===== config.mk =====
export PLATFORM = sky130hd
export DESIGN_NAME = ram_sweep
export DESIGN_NICKNAME = d
export VERILOG_FILES = /design/src/rtl/ram_sweep.sv
export SDC_FILE = /design/constraint.sdc
export NUM_CORES = 1
export LEC_CHECK = 0
export CAP_MARGIN = 20
export CELL_PAD_IN_SITES_DETAIL_PLACEMENT = 2
export CELL_PAD_IN_SITES_GLOBAL_PLACEMENT = 2
export CORE_UTILIZATION = 45
export DETAILED_ROUTE_END_ITERATION = 10
export PLACE_DENSITY_LB_ADDON = 0.1
export REMOVE_ABC_BUFFERS = 1
export SLEW_MARGIN = 5
export SYNTH_ARGS = -nofsm -noshare
export SYNTH_HDL_FRONTEND = slang
export SYNTH_SLANG_ARGS = --single-unit

===== constraint.sdc =====
create_clock -name clk -period 2.6 [get_ports clk]
set_input_delay 0.39 -clock clk [delete_from_list [all_inputs] [get_ports clk]]
set_output_delay 0.39 -clock clk [all_outputs]
set_load 0.01 [all_outputs]

===== src/rtl/ram_sweep.sv =====
// ============================================================================
// Module   : ram_sweep
// Brief    : Parametrised single-port RAM with a hardware zero-sweep sequencer.
//            Define RAM_SWEEP_READ_REG_EN for a registered (read-first) output.
// Revision : 1.0 - initial release
// ============================================================================
`default_nettype none

module ram_sweep #(
  parameter int WIDTH     = 16,
  parameter int ADDR_BITS = 6
) (
  input  logic                 clk,
  input  logic                 rst_n,
  input  logic [ADDR_BITS-1:0] address,
  input  logic [WIDTH-1:0]     in,
  input  logic                 load,
  input  logic                 clear,
  output logic [WIDTH-1:0]     out,
  output logic                 busy,
  output logic                 clr_done
);

  localparam int DEPTH = 2 ** ADDR_BITS;
  localparam logic [ADDR_BITS-1:0] c_ptr_last = '1;
  localparam logic [ADDR_BITS-1:0] c_ptr_one  = 1;

  generate
    if (ADDR_BITS < 1) begin : g_addr_bits_check
      $error("ram_sweep: ADDR_BITS must be at least 1");
    end
  endgenerate

  typedef enum logic [0:0] {
    SWEEP = 1'b0,
    IDLE  = 1'b1
  } state_t;

  state_t                 r_state;
  state_t                 w_state_next;
  logic [ADDR_BITS-1:0]   r_ptr;
  logic [ADDR_BITS-1:0]   w_ptr_next;
  logic                   r_busy;
  logic                   r_clr_done;
  logic                   w_clr_done_next;
  logic                   w_we;
  logic [ADDR_BITS-1:0]   w_waddr;
  logic [WIDTH-1:0]       w_wdata;
  logic [WIDTH-1:0]       r_mem [DEPTH];

  // The single write port is shared between the sweeper and the user path.
  always_comb begin
    w_state_next    = r_state;
    w_ptr_next      = r_ptr;
    w_clr_done_next = 1'b0;
    w_we            = 1'b0;
    w_waddr         = address;
    w_wdata         = in;
    case (r_state)
      SWEEP: begin
        w_we    = 1'b1;
        w_waddr = r_ptr;
        w_wdata = '0;
        if (r_ptr == c_ptr_last) begin
          w_ptr_next      = '0;
          w_state_next    = IDLE;
          w_clr_done_next = 1'b1;
        end else begin
          w_ptr_next = r_ptr + c_ptr_one;
        end
      end
      IDLE: begin
        if (clear) begin
          w_state_next = SWEEP;
          w_ptr_next   = '0;
        end else if (load) begin
          w_we = 1'b1;
        end
      end
      default: w_state_next = SWEEP;
    endcase
  end

  always_ff @(posedge clk) begin
    if (!rst_n) begin
      r_state    <= SWEEP;
      r_ptr      <= '0;
      r_busy     <= 1'b1;
      r_clr_done <= 1'b0;
    end else begin
      r_state    <= w_state_next;
      r_ptr      <= w_ptr_next;
      r_busy     <= (w_state_next == SWEEP);
      r_clr_done <= w_clr_done_next;
    end
  end

  // Reset leaves the array alone; the sweep that follows zeros it.
  always_ff @(posedge clk) begin
    if (rst_n && w_we) begin
      r_mem[w_waddr] <= w_wdata;
    end
  end

`ifdef RAM_SWEEP_READ_REG_EN
  logic [WIDTH-1:0] r_out;

  always_ff @(posedge clk) begin
    if (!rst_n) begin
      r_out <= '0;
    end else begin
      r_out <= r_busy ? '0 : r_mem[address];
    end
  end

  assign out = r_out;
`else
  assign out = r_busy ? '0 : r_mem[address];
`endif

  assign busy     = r_busy;
  assign clr_done = r_clr_done;

endmodule

`default_nettype wire


==> metrics.txt <==
# TYPE chip_impl_metric gauge
chip_impl_metric{name="post_cts_hold_buffer_count",unit=""} 0
chip_impl_metric{name="drt_pass_1_iters",unit=""} 10
chip_impl_info{name="failed_checks",value="DRC, setup timing"} 1
chip_impl_metric{name="synth_sequential_area_ratio",unit="%"} 76.43
chip_impl_metric{name="placedInstanceArea",unit="um2"} 45160
chip_impl_metric{name="leakage",unit="uW"} 0.01762
chip_impl_info{name="crit_type",value="register to primary output"} 1
chip_impl_metric{name="die_height",unit="um"} 301.9
chip_impl_metric{name="final_cell_count_no_fill",unit=""} 3495
chip_impl_metric{name="io_buffers",unit=""} 43
chip_impl_metric{name="count_of_buffering_cells_on_the_critical_path_with_inverters_included",unit=""} 1
chip_impl_metric{name="antenna_left",unit=""} 0
chip_impl_metric{name="vias",unit=""} 21560
chip_impl_info{name="grt_setup_unrepaired",value="yes"} 1
chip_impl_metric{name="wp_data_arrival",unit="ns"} 2.72
chip_impl_info{name="outcome",value="finished, violations left"} 1
chip_impl_metric{name="netSwitchingFraction",unit="%"} 21.22
chip_impl_metric{name="clock_latency_reported_for_the_late_side_of_the_worst_skew_pair",unit="ns"} 0.69
chip_impl_metric{name="clock_path_buffers",unit=""} 3
chip_impl_metric{name="grt_overflow_total",unit=""} 0
chip_impl_metric{name="pwr_cell_area",unit="nW/um2"} 718.8
chip_impl_metric{name="final_nets",unit=""} 2267
chip_impl_metric{name="synthDistinctLibCells",unit=""} 56
chip_impl_metric{name="p_int",unit="uW"} 27970
chip_impl_metric{name="max_slew_margin",unit="%"} 31.63
chip_impl_metric{name="netlist_instances",unit=""} 1895
chip_impl_info{name="setup.worst_path.start_class",value="register"} 1
chip_impl_metric{name="critical_path_cell_count",unit=""} 6
chip_impl_metric{name="crit_required",unit="ns"} 2.21
chip_impl_metric{name="period_needed",unit="ns"} 3.110
chip_impl_metric{name="detail_route.wl_per_cell",unit="um"} 37.75
chip_impl_metric{name="antenna_found_initial",unit=""} 2
chip_impl_metric{name="asyncSetResetFlopFracSynth",unit="%"} 0
chip_impl_metric{name="setup_violations",unit=""} 16
chip_impl_metric{name="worst_slew_pin_tran",unit="ns"} 1.022
chip_impl_metric{name="reg2regPathDepth",unit=""} 5
chip_impl_metric{name="worst_path_largest_cell_delay",unit="ns"} 0.50
chip_impl_metric{name="htreeDepth",unit=""} 3
chip_impl_info{name="cp_cell_sequence",value="mux4_2, mux2_4, o21ai_4, a211oi_4, a311o_1, buf_2"} 1
chip_impl_info{name="hold_class",value="primary input to register"} 1
chip_impl_metric{name="cts_made_buffers",unit=""} 109
chip_impl_metric{name="report.final.hold_viol_count",unit=""} 0
chip_impl_info{name="critPathTopFamily",value="multiplexers"} 1
chip_impl_metric{name="grt_max_degree",unit=""} 65
chip_impl_metric{name="place.detailed.hpwl",unit="um"} 79800
chip_impl_info{name="synthTopCellsByArea",value="sky130_fd_sc_hd__edfxtp_1 76%, sky130_fd_sc_hd__mux4_2 11%, sky130_fd_sc_hd__mux2i_1 2.8%"} 1
chip_impl_metric{name="yosysWarnings",unit=""} 0
chip_impl_info{name="endpoint_kind",value="primary output"} 1
chip_impl_metric{name="sequentialPowerShare",unit="%"} 51.0
chip_impl_metric{name="dp_cells",unit=""} 3298
chip_impl_metric{name="route.final.wire_length",unit="um"} 131900
chip_impl_metric{name="timing_max_transition_violations_final",unit=""} 0
chip_impl_metric{name="post-route-period-util",unit="%"} 119.6
chip_impl_metric{name="final_design_area_no_fill",unit="um2"} 49390
chip_impl_metric{name="highest_clock_frequency_the_design_can_meet",unit="GHz"} 0.3215
chip_impl_metric{name="clock_power_share",unit="%"} 45.0
chip_impl_metric{name="maxCapViolCount",unit=""} 0
chip_impl_metric{name="finClkSkew",unit="ns"} 0.02664
chip_impl_metric{name="layout.filler_cells",unit=""} 7284
chip_impl_metric{name="combPwrFrac",unit="%"} 4.0
chip_impl_metric{name="dr.first_iter.drc_count",unit=""} 2199
chip_impl_metric{name="synth-edff-count",unit=""} 1024
chip_impl_info{name="slowest_stage",value="sky130_fd_sc_hd__mux4_2"} 1
chip_impl_metric{name="initial_core_utilization",unit="%"} 45.58
chip_impl_metric{name="groute.usage.overall",unit="%"} 29.51
chip_impl_info{name="synth.most_common_cell",value="sky130_fd_sc_hd__edfxtp_1"} 1
chip_impl_metric{name="horiz_die_dim",unit="um"} 301.9
chip_impl_metric{name="final_wtd_congestion",unit=""} 0.8117
chip_impl_metric{name="synth_seq_cells",unit=""} 1033
chip_impl_metric{name="worst-path-max-fanout",unit=""} 1
chip_impl_metric{name="holdPathStages",unit=""} 2
chip_impl_metric{name="vias_per_std_cell",unit=""} 6.169
chip_impl_metric{name="grt_first_pass_wirelength",unit="um"} 184900
chip_impl_info{name="clock-root-buffer",value="sky130_fd_sc_hd__clkbuf_16"} 1
chip_impl_metric{name="die-area",unit="um2"} 91140
chip_impl_metric{name="drc_violations_left",unit=""} 4
chip_impl_metric{name="mappedNetlistArea",unit="um2"} 40470
chip_impl_info{name="synthFlopType",value="sky130_fd_sc_hd__edfxtp_1"} 1
chip_impl_metric{name="yosys.area.top_type_share",unit="%"} 75.98
chip_impl_metric{name="max-vdd-ir-drop",unit="uV"} 726.0
chip_impl_metric{name="layout_setup_ws",unit="ns"} -0.5101
chip_impl_metric{name="ios",unit=""} 44
chip_impl_metric{name="power_dissipated_by_switching_net_loads",unit="uW"} 7533
chip_impl_metric{name="via_count_of_the_first_global_routing_pass",unit=""} 23230
chip_impl_metric{name="worst_setup_hold_path_clk_slew",unit="ns"} 0.06
chip_impl_metric{name="coreArea",unit="um2"} 88780
chip_impl_metric{name="clock_sink_count",unit=""} 1033
chip_impl_metric{name="design_power_total",unit="uW"} 35500
chip_impl_info{name="post-synth-top-area-cell",value="sky130_fd_sc_hd__edfxtp_1"} 1
chip_impl_metric{name="num_rows",unit=""} 109
chip_impl_metric{name="syn_avg_cell_area",unit="um2"} 21.36
chip_impl_metric{name="drive_gt1_share",unit="%"} 34.84
chip_impl_info{name="synth.top_cells.by_count",value="1024 x sky130_fd_sc_hd__edfxtp_1, 193 x sky130_fd_sc_hd__mux4_2, 112 x sky130_fd_sc_hd__mux2i_1"} 1
chip_impl_metric{name="area_delta_synth_final",unit="%"} 22.03
chip_impl_metric{name="buffer_count_from_post_cts_setup_fixing",unit=""} 0
chip_impl_metric{name="place_ws",unit="ns"} -1.270
chip_impl_info{name="tritoncts",value="yes"} 1
-- final timing paths --
| check | from | endpoint | slack [ns] |
|---|---|---|---|
| worst max-delay path | r_mem[63][13] | out[13] | -0.51 |
| worst min register to register | r_ptr[5] | r_ptr[5] | 0.62 |
| worst min-delay path | rst_n | r_ptr[1] | 0.44 |
| worst max register to register | r_state | r_mem[24][8] | 0.21 |
-- logic make-up after synthesis --
kind of cell / count (synthesis) / share of synthesized area, %
buffers and inverters: 107 / 2.019
and+or+nand+nor: 228 / 2.458
AOI/OAI and AO/OA: 176 / 3.191
muxes: 350 / 15.88
adders and majority gates: 1 / 0.03091
DFF: 1033 / 76.43
-- registers in the layout (all words and copies together) (netlist names) --
name and flops:
r_mem 1024, r_ptr 6, busy 1, clr_done 1, r_state 1
-- worst register-to-register path: stages, from the launching register on --
cell                      delay, ns
sky130_fd_sc_hd__dfxtp_2       0.50
sky130_fd_sc_hd__buf_4         0.29
sky130_fd_sc_hd__mux2i_2       0.42
sky130_fd_sc_hd__nand2_1       0.34
sky130_fd_sc_hd__nor2_1        0.30
sky130_fd_sc_hd__buf_12        0.22
-- area by class of cell --
| type | instances | area, um2 | area share (%) |
|---|---|---|---|
| Inverter | 6 | 22.52 | 0.04560 |
| Tap cell | 1165 | 1458 | 2.952 |
| Clock buffer | 130 | 2849 | 5.769 |
| Sequential cell | 1033 | 30930 | 62.63 |
| Antenna cell | 2 | 5.005 | 0.01013 |
| Clock inverter | 69 | 728.2 | 1.474 |
| Timing Repair Buffer | 335 | 4021 | 8.143 |
| Multi-Input combinational cell | 755 | 9371 | 18.98 |
-- power groups by stage --
stage	logic [uW]	clock network, uW	registers (uW)
3_3_place_gp	1280	0	18400
3_5_place_dp	1320	0	18400
4_1_cts	1420	16200	18100
5_1_grt	1490	16700	18100
6_report	1430	16000	18100
2_1_floorplan	425	0	18400
-- through the flow --
stage          hold slack, ns  utilization (%)  TNS [ns]
2_1_floorplan          0.4775                -    -92.46
3_3_place_gp           0.5264            50.86    -24.87
3_5_place_dp           0.5709            50.86    -71.82
4_1_cts                0.4080            55.48    -6.490
5_1_grt                0.4335            55.62    -6.633
6_report               0.4372            55.63    -5.627
-- cells in the final DEF (no fill, tap or decap), types with 13 or more instances in the layout --
cell type	instances
sky130_fd_sc_hd__buf_6	24
sky130_fd_sc_hd__and2_2	16
sky130_fd_sc_hd__clkinv_2	20
sky130_fd_sc_hd__nor2_1	79
sky130_fd_sc_hd__clkdlybuf4s50_1	22
sky130_fd_sc_hd__mux2_2	13
sky130_fd_sc_hd__mux2i_1	101
sky130_fd_sc_hd__clkbuf_1	19
sky130_fd_sc_hd__mux4_1	17
sky130_fd_sc_hd__buf_12	106
sky130_fd_sc_hd__nand2_1	74
sky130_fd_sc_hd__edfxtp_1	1024
sky130_fd_sc_hd__bufinv_16	15
sky130_fd_sc_hd__nor2_2	18
sky130_fd_sc_hd__o21ai_0	13
sky130_fd_sc_hd__mux4_2	206
sky130_fd_sc_hd__buf_4	169
sky130_fd_sc_hd__clkinv_1	23
sky130_fd_sc_hd__o221ai_1	15
sky130_fd_sc_hd__clkbuf_16	112
-- per-layer routing --
| metal | vias to the layer above | track usage (%) | routed length (um) | share of wire [%] |
|---|---|---|---|---|
| li1 | 8633 | - | - | - |
| met1 | 11900 | 39.76 | 53000 | 40 |
| met2 | 845 | 50.25 | 66680 | 51 |
| met3 | 180 | 4.288 | 8035 | 6.1 |
| met4 | 0 | 8.345 | 4236 | 3.2 |
| met5 | - | 0 | 0 | 0 |
-- repair_timing --
| item | in CTS | in global routing |
|---|---|---|
| pin swaps | 25 | 14 |
| setup endpoints to repair | 270 | 358 |
| resized for setup | 191 | 34 |
| cloned | 1 | 0 |
Power figures use the tool's default switching activity.
